--- src/rtl/mem_arb_pkg.sv ---
//==============================================================================
// Package : mem_arb_pkg
// Shared encodings for the memory request arbiter: FSM states, transaction
// owner, and the beat-counter width helper.
// Revision: 1.0
//==============================================================================
`default_nettype none

package mem_arb_pkg;

  typedef enum logic [1:0] {
    ST_IDLE    = 2'd0,
    ST_CMD     = 2'd1,
    ST_RD_DATA = 2'd2,
    ST_WR_DATA = 2'd3
  } state_t;

  typedef enum logic {
    OWN_IC = 1'b0,
    OWN_DC = 1'b1
  } owner_t;

  // Width of a counter that indexes beats within one cache line.
  function automatic int beat_cnt_w(input int line_beats);
    return (line_beats > 1) ? $clog2(line_beats) : 1;
  endfunction

endpackage

`default_nettype wire

--- src/rtl/mem_rr_arbiter.sv ---
//==============================================================================
// Module  : mem_rr_arbiter
// Two-way round-robin arbiter between icache and dcache. A sole requester
// wins; on a tie the requester that did not win last time is granted.
// Revision: 1.0
//==============================================================================
`default_nettype none

module mem_rr_arbiter
  import mem_arb_pkg::*;
(
  input  logic clk,
  input  logic rst,       // asynchronous, active-low
  input  logic req_ic,
  input  logic req_dc,
  input  logic en,        // grants only issued while the arbiter may accept
  output logic grant_ic,
  output logic grant_dc
);

  owner_t last_grant;

  // Grant decision: sole requester wins, ties go to the one not granted last.
  always_comb begin
    grant_ic = 1'b0;
    grant_dc = 1'b0;
    if (en) begin
      if (req_ic && req_dc) begin
        if (last_grant == OWN_IC) grant_dc = 1'b1;
        else                      grant_ic = 1'b1;
      end else begin
        grant_ic = req_ic;
        grant_dc = req_dc;
      end
    end
  end

  // Remember the most recent winner; reset favours DC on the first tie.
  always_ff @(posedge clk or negedge rst) begin
    if (!rst)          last_grant <= OWN_IC;
    else if (grant_dc) last_grant <= OWN_DC;
    else if (grant_ic) last_grant <= OWN_IC;
  end

endmodule

`default_nettype wire

--- src/rtl/mem_req_arbiter.sv ---
//==============================================================================
// Module  : mem_req_arbiter
// Arbitrates icache/dcache line refills and dcache writebacks onto a single
// burst memory port, one transaction outstanding, and drives the CPU stall.
// Revision: 1.0
//==============================================================================
`default_nettype none

module mem_req_arbiter
  import mem_arb_pkg::*;
#(
  parameter int ADDR_W     = 32,
  parameter int DATA_W     = 128,
  parameter int LINE_BEATS = 4
) (
  input  logic              clk,
  input  logic              rst,            // asynchronous, active-low
  input  logic              ic_req_valid,
  input  logic [ADDR_W-1:0] ic_req_addr,
  output logic              ic_req_ready,
  input  logic              dc_req_valid,
  input  logic              dc_req_we,
  input  logic [ADDR_W-1:0] dc_req_addr,
  output logic              dc_req_ready,
  input  logic [DATA_W-1:0] dc_wdata,
  output logic              dc_wdata_ready,
  output logic [DATA_W-1:0] ic_rdata,
  output logic [DATA_W-1:0] dc_rdata,
  output logic              ic_rvalid,
  output logic              dc_rvalid,
  output logic              ic_rlast,
  output logic              dc_rlast,
  output logic              mem_req_valid,
  output logic              mem_req_rnw,
  output logic [ADDR_W-1:0] mem_req_addr,
  input  logic              mem_req_ready,
  output logic              mem_wdata_valid,
  output logic [DATA_W-1:0] mem_wdata,
  input  logic              mem_wdata_ready,
  input  logic              mem_rdata_valid,
  input  logic [DATA_W-1:0] mem_rdata,
  output logic              stall
);

  localparam int                CNT_W      = beat_cnt_w(LINE_BEATS);
  localparam int                OFF_W      = $clog2(LINE_BEATS * DATA_W / 8);
  localparam logic [CNT_W-1:0]  LAST_BEAT  = CNT_W'(LINE_BEATS - 1);
  localparam logic [ADDR_W-1:0] ALIGN_MASK = {ADDR_W{1'b1}} << OFF_W;

  state_t            state;
  state_t            state_nxt;
  logic [CNT_W-1:0]  beat_cnt;
  logic [ADDR_W-1:0] addr_q;
  logic              rnw_q;
  owner_t            owner_q;

  logic grant_ic;
  logic grant_dc;
  logic in_idle;
  logic in_cmd;
  logic in_rd;
  logic in_wr;
  logic rd_beat;
  logic wr_beat;

  // No grant can be issued while reset is held, so every output is quiet.
  assign in_idle = (state == ST_IDLE) && rst;
  assign in_cmd  = (state == ST_CMD);
  assign in_rd   = (state == ST_RD_DATA);
  assign in_wr   = (state == ST_WR_DATA);
  assign rd_beat = in_rd && mem_rdata_valid;
  assign wr_beat = in_wr && mem_wdata_ready;

  mem_rr_arbiter u_rr (
    .clk      (clk),
    .rst      (rst),
    .req_ic   (ic_req_valid),
    .req_dc   (dc_req_valid),
    .en       (in_idle),
    .grant_ic (grant_ic),
    .grant_dc (grant_dc)
  );

  // State register.
  always_ff @(posedge clk or negedge rst) begin
    if (!rst) state <= ST_IDLE;
    else      state <= state_nxt;
  end

  // Next-state decode: IDLE -> CMD -> RD_DATA/WR_DATA -> IDLE.
  always_comb begin
    state_nxt = state;
    unique case (state)
      ST_IDLE:    if (grant_ic || grant_dc)                state_nxt = ST_CMD;
      ST_CMD:     if (mem_req_ready)                       state_nxt = rnw_q ? ST_RD_DATA : ST_WR_DATA;
      ST_RD_DATA: if (rd_beat && (beat_cnt == LAST_BEAT))  state_nxt = ST_IDLE;
      ST_WR_DATA: if (wr_beat && (beat_cnt == LAST_BEAT))  state_nxt = ST_IDLE;
      default:                                             state_nxt = ST_IDLE;
    endcase
  end

  // Transaction context captured at grant, plus the in-line beat counter.
  always_ff @(posedge clk or negedge rst) begin
    if (!rst) begin
      beat_cnt <= '0;
      addr_q   <= '0;
      rnw_q    <= 1'b0;
      owner_q  <= OWN_IC;
    end else begin
      if (state_nxt == ST_IDLE)  beat_cnt <= '0;
      else if (rd_beat || wr_beat) beat_cnt <= beat_cnt + CNT_W'(1);

      if (grant_ic) begin
        addr_q  <= ic_req_addr & ALIGN_MASK;
        rnw_q   <= 1'b1;
        owner_q <= OWN_IC;
      end else if (grant_dc) begin
        addr_q  <= dc_req_addr & ALIGN_MASK;
        rnw_q   <= ~dc_req_we;
        owner_q <= OWN_DC;
      end
    end
  end

  assign ic_req_ready    = grant_ic;
  assign dc_req_ready    = grant_dc;

  assign mem_req_valid   = in_cmd;
  assign mem_req_rnw     = in_cmd & rnw_q;
  assign mem_req_addr    = in_cmd ? addr_q : '0;

  assign mem_wdata_valid = in_wr;
  assign mem_wdata       = in_wr ? dc_wdata : '0;
  assign dc_wdata_ready  = wr_beat;

  // Refill beats pass straight through to the owner with zero latency.
  assign ic_rdata        = in_rd ? mem_rdata : '0;
  assign dc_rdata        = in_rd ? mem_rdata : '0;
  assign ic_rvalid       = rd_beat && (owner_q == OWN_IC);
  assign dc_rvalid       = rd_beat && (owner_q == OWN_DC);
  assign ic_rlast        = ic_rvalid && (beat_cnt == LAST_BEAT);
  assign dc_rlast        = dc_rvalid && (beat_cnt == LAST_BEAT);

  assign stall           = ic_req_valid | dc_req_valid | (state != ST_IDLE);

endmodule

`default_nettype wire

--- config.mk ---
export PLATFORM = sky130hd
export DESIGN_NAME = mem_req_arbiter
export DESIGN_NICKNAME = d
export VERILOG_FILES = /design/src/rtl/mem_arb_pkg.sv /design/src/rtl/mem_rr_arbiter.sv /design/src/rtl/mem_req_arbiter.sv
export SDC_FILE = /design/constraint.sdc
export NUM_CORES = 1
export LEC_CHECK = 0
export CORE_AREA = 2 2 294 296
export CTS_BUF_LIST = sky130_fd_sc_hd__clkbuf_4
export CTS_CLUSTER_DIAMETER = 200
export DETAILED_ROUTE_END_ITERATION = 10
export DIE_AREA = 0 0 296 298
export PLACE_DENSITY_LB_ADDON = 0.1
export REMOVE_ABC_BUFFERS = 1
export SLEW_MARGIN = 20
export SYNTH_ARGS = -nofsm -noshare
export SYNTH_HDL_FRONTEND = slang
export SYNTH_SLANG_ARGS = --single-unit
--- constraint.sdc ---
create_clock -name clk -period 2.2 [get_ports clk]
set_input_delay 0.33 -clock clk [delete_from_list [all_inputs] [get_ports clk]]
set_output_delay 0.33 -clock clk [all_outputs]
set_load 0.01 [all_outputs]
======== Word-level counts from Yosys, hierarchy flattened ========
Cells that the tools add are included.
word-level totals
  input bits .............................. 328
  register bits after elaboration ......... 39
  word-level logic and storage cells ...... 58
  output and inout port bits .............. 427
  bits in writable memories ............... 0
  bits in read-only memories .............. 0
  memories ................................ 0
  latch bits .............................. 0
operators by class
  add/sub/neg operators ................... 1
  multiply operators ...................... 0
  magnitude comparators ................... 0
  reduce and logical (&&, ||, !) cells .... 17
  multiplexer cells ....................... 25
  bitwise gates (word level) .............. 5
  div/mod/pow operators ................... 0
  equality and inequality tests ........... 4
  shifts and indexed selects .............. 0
operators with widths
  cell                                                                   count
  128-bit 2-to-1 mux                                                     2
  32-bit 2-to-1 mux                                                      3
  1-bit 2-to-1 mux                                                       13
  2-bit 2-to-1 mux                                                       6
  1-bit logical AND                                                      10
  2-bit one-hot mux with 4 select lines                                  1
  2-bit equality test, second input constant                             3
  2-bit nonzero test                                                     3
  2-bit logical NOT                                                      2
  2-bit by 1-bit adder with 2-bit output, second input constant          1
  2-bit by 1-bit equality test with 1-bit output, second input constant  1
  1-bit logical OR                                                       2
  1-bit NOT                                                              2
  1-bit bitwise OR                                                       2
  1-bit bitwise AND                                                      1

======== Logic depth before layout (Yosys ltp) ========
Gate-level depths: netlist (run 1).
  word-level depth ........................ 8
  depth in mapped cells ................... 6
  gate-level depth less buffers ........... 4

======== Hierarchy ========
A second synthesis (run 1) with hierarchy kept.
second synthesis, totals
  cells, all modules ...................... 629
  area total of the unflattened synthesis .. 4619.4 µm²
modules (own cells, without submodules)
  module           area each (µm²)  cells each  times used  sequential area each (µm²)
  mem_req_arbiter  4558.1           621         1           800.8
  mem_rr_arbiter   61.3             8           1           25.0

======== Worst setup path after synthesis (run 1) ========
No wires, ideal clock.
  kind .................................... flip-flop to output port
  start point ............................. register state[1]
  end point ............................... output port ic_rdata[117]
  stages on the path, launching flop included .. 7
  setup slack ............................. 547 ps
  buffers on the path ..................... 4
  arrival time ............................ 1323 ps
  required time ........................... 1870 ps
  path through ............................ dfrtp_1 buf_6 and2b_1 buf_2 clkbuf_1 and2_1 buf_4
between the ends
  word-level cells in the longest chain between the ends .. 2
RTL lines
  what                    RTL line               source
  from (decl)             mem_req_arbiter.sv:50  state_t state;
  from (signal assigned)  mem_req_arbiter.sv:87  else state <= state_nxt;
  2-bit equality test     mem_req_arbiter.sv:69  assign in_rd = (state == ST_RD_DATA);
  128-bit 2-to-1 mux      -
  to (decl)               mem_req_arbiter.sv:27  output logic [DATA_W-1:0] ic_rdata,
No other way between the ends.

======== Final worst setup path (run 1) ========
  start point ............................. register state[0]
  end point ............................... output port dc_rdata[127]
between the ends
  word-level cells in the longest chain between the ends .. 2
RTL lines
  what                 RTL line                source
  2-bit equality test  mem_req_arbiter.sv:69
  128-bit 2-to-1 mux   mem_req_arbiter.sv:138  assign dc_rdata = in_rd ? mem_rdata : '0;
  to (decl)            mem_req_arbiter.sv:28   output logic [DATA_W-1:0] dc_rdata,
No other way between the ends.

==> results of run 1 <==
## Yosys cell counts, types with 2 or more instances
master     number  area share (%)
a21oi_1         3            0.31
a31oi_1        26             3.4
a32oi_1         2            0.36
and2_1        157              20
and3_1        132              17
buf_2           6            0.62
buf_4         137              21
buf_6           7             1.6
clkbuf_1       50             3.9
clkbuf_2        2            0.21
dfrtp_1        33              17
inv_1           4            0.31
nand2_1         6            0.47
o21ai_0         2            0.21
o2bb2ai_1      26             4.7
o311ai_1       26             4.7
or3_1           2            0.26
## area by class of cell
| class | instances | share of cell area, % |
|---|---|---|
| Clock buffer | 5 | 0.254 |
| Antenna cell | 2 | 0.0339 |
| Clock inverter | 3 | 0.466 |
| Multi-Input combinational cell | 404 | 21.2 |
| Timing Repair Buffer | 857 | 62.6 |
| Tap cell | 1144 | 9.70 |
| Sequential cell | 33 | 5.65 |
| Inverter | 4 | 0.102 |
## final timing paths
kind	slack (ns)	from	endpoint
max in group asynchronous	1.61	rst	state[0]$_DFF_PN0_
worst min register to register	0.50	addr_q[11]$_DFFE_PN0P_	addr_q[11]$_DFFE_PN0P_
worst max register to register	0.15	state[0]$_DFF_PN0_	addr_q[22]$_DFFE_PN0P_
worst min-delay path	0.13	rst	addr_q[18]$_DFFE_PN0P_
min in group clk	0.50	addr_q[11]$_DFFE_PN0P_	addr_q[11]$_DFFE_PN0P_
worst max-delay path	-0.19	state[0]$_DFF_PN0_	dc_rdata[127]
## where the power goes
part | leakage (uW) | switching [uW] | internal [uW]
clock network | 0.0000558 | 313 | 357
registers | 0.000410 | 195 | 877
logic | 0.00735 | 5850 | 7810
total | 0.00782 | 6360 | 9050
## kinds of logic (layout without fill, tap and decap cells)
group,count (synthesis),after routing,synth area share [%]
DFF,33,33,17.1
adders and majority gates,1,1,0.259
other,1,8,0.0777
muxes,1,1,0.208
buffers and inverters,207,869,28.1
AOI/OAI and AO/OA,89,89,14.3
and+or+nand+nor,307,307,39.9
## per-layer routing
layer	GRT usage, %	routed length, um	vias up
met4	1.13	574	38
met2	20.4	28400	333
met5	0	228	-
li1	-	-	3405
met1	12.0	20600	3534
met3	3.55	4250	62
## state kept, by name, summed over array words and instances, names as in the netlist
signal and flops:
u_rr.last_grant 1, rnw_q 1, state 2, addr_q 26, owner_q 1, beat_cnt 2
## critical path: cells and delay by family, from the launching register on
family | cells | cell delay [ns]
buffers and inverters | 6 | 0.71
and+or+nand+nor | 2 | 0.45
DFF | 1 | 0.50
## timing repair
item | 4_1_cts | 5_1_grt
setup buffers | 9 | 45
hold endpoints to repair | 0 | 0
endpoints found under the setup margin | 409 | 407
gates cloned | 5 | 20
resized for setup | 457 | 1324
pin swaps | 0 | 109
## through the flow
step	hold WS, ns	total power, uW	utilization, %	worst slack (ns)	cell area (sq um)
after floorplan	0.0344	4310	-	-1.78	3500
after global placement	0.465	11700	15.1	-0.364	12800
after detailed placement	0.466	11600	15.1	-0.346	12800
after CTS	0.138	12600	15.4	-0.464	13100
after global routing	0.143	16300	17.4	-0.324	14800
final	0.128	15400	17.4	-0.195	14800
==> reports/metrics.yaml, run 1 <==
setup_path:
  path_class: "reg -> out"
  end_kind: "primary output"
  worst_path_most_repeated_cell: "buf_12"
  slowest_stage: "dfrtp_4"
  critPathMaxFanout: 7
  worstPathArrival_ns: 2.06
  critPathMaxStageDelay_ns: 0.50
  reg2reg_depth: 9
  cp.required_ns: 1.87
  critPathLaunchType: "flop"
  crit_chain: "and2b_4 -> buf_12 -> buf_12 -> buf_8 -> buf_12 -> and2_4 -> buf_6 -> buf_6"
detailed_routing:
  postRouteAntennaNets: 0
  dr_total_vias: 7372
  via_per_inst: 3.01
  wirelength_um: 54100
  firstDrtPassIters: 4
  wl_per_cell_um: 22.0
  initialDrtViolationCount: 238
  drcViolationCount: 0
status:
  status: "finished with violations"
  violations: "setup timing"
layout:
  finalNetCount: 1634
  instances_no_fill: 2452
  fill_cells: 9643
  layout_commonest_cell: "clkdlybuf4s50_1"
  most-common-layout-cells: "clkdlybuf4s50_1 (314), buf_6 (273), and2_4 (152)"
  multiInputGateArea_sq_um: 3120
  drive_above_1_share_pct: 49.5
  syn2layout_area_growth_pct: 206
  seqCellArea_sq_um: 833
global_routing:
  track_usage_pct: 10.8
  overflow: 0
  antenna_found_initial: 22
  grt_max_degree: 48
  grt_pass1_vias: 7190
  grt_pass1_wl_um: 65600
timing:
  setup_ws_ns: -0.195
  clock.fmax_mhz: 418
  tightest_slew_ns: 0.577
  fin_crit_ns: 2.39
  rsz0062_at_grt: "yes"
  fin_crit_sh_pct: 109
  setup_viol: 226
  hold_violations: 0
  maxSlewHeadroom_pct: 61.6
  tns_ns: -16.30
  skew_ns: 0.0453
  finalMaxSlewViolations: 0
logic_synthesis:
  async_flop_share_pct: 100
  yosysWarningCount: 0
  synth_edf_count: 0
  syn_area_sq_um: 4820
  synth_cells: 639
  synth-main-ff-cell: "dfrtp_1"
  synth-seq-cells: 33
  synth_area_per_cell_sq_um: 7.55
  synth_cell_types: 35
  ys_seq_area_share_pct: 17.1
placed_design:
  dp.cells: 2368
  hpwl_um: 42500
  portBuffers: 736
  routabilityCongestion: 0.805
floorplan:
  start_util_pct: 5.68
  die_x_um: 296
  design.die.area_sq_um: 88200
  num_io_pins: 755
  chipHeight_um: 298
  coreArea_sq_um: 84900
  rows: 107
clock_network:
  clock_latency_ns: 0.43
  postCtsHoldBufs: 0
  clock_sinks: 33
  cts_buffers: 5
  cts_tree: "built"
  cts_max_level: 2
  cts_buffer_depth: 2
  clkSlewWorstSetupHoldPaths_ns: 0.18
  cts_root_buffer: "clkbuf_4"
power_and_ir_drop:
  power.density_nw_per_um2: 1040
  power.leakage_uw: 0.00782
  ir_drop_mv: 0.439
job:
  cap_violations: 0
min_path:
  hold_path_class: "in -> async"
No activity file was read; power rests on OpenSTA's default activity.
==> run 2: changes to the inputs <==
CTS_CLUSTER_DIAMETER = not set   (was 200)
==> results of run 2 <==
The final DEF is identical to that of run 1; final timing and power are the same.
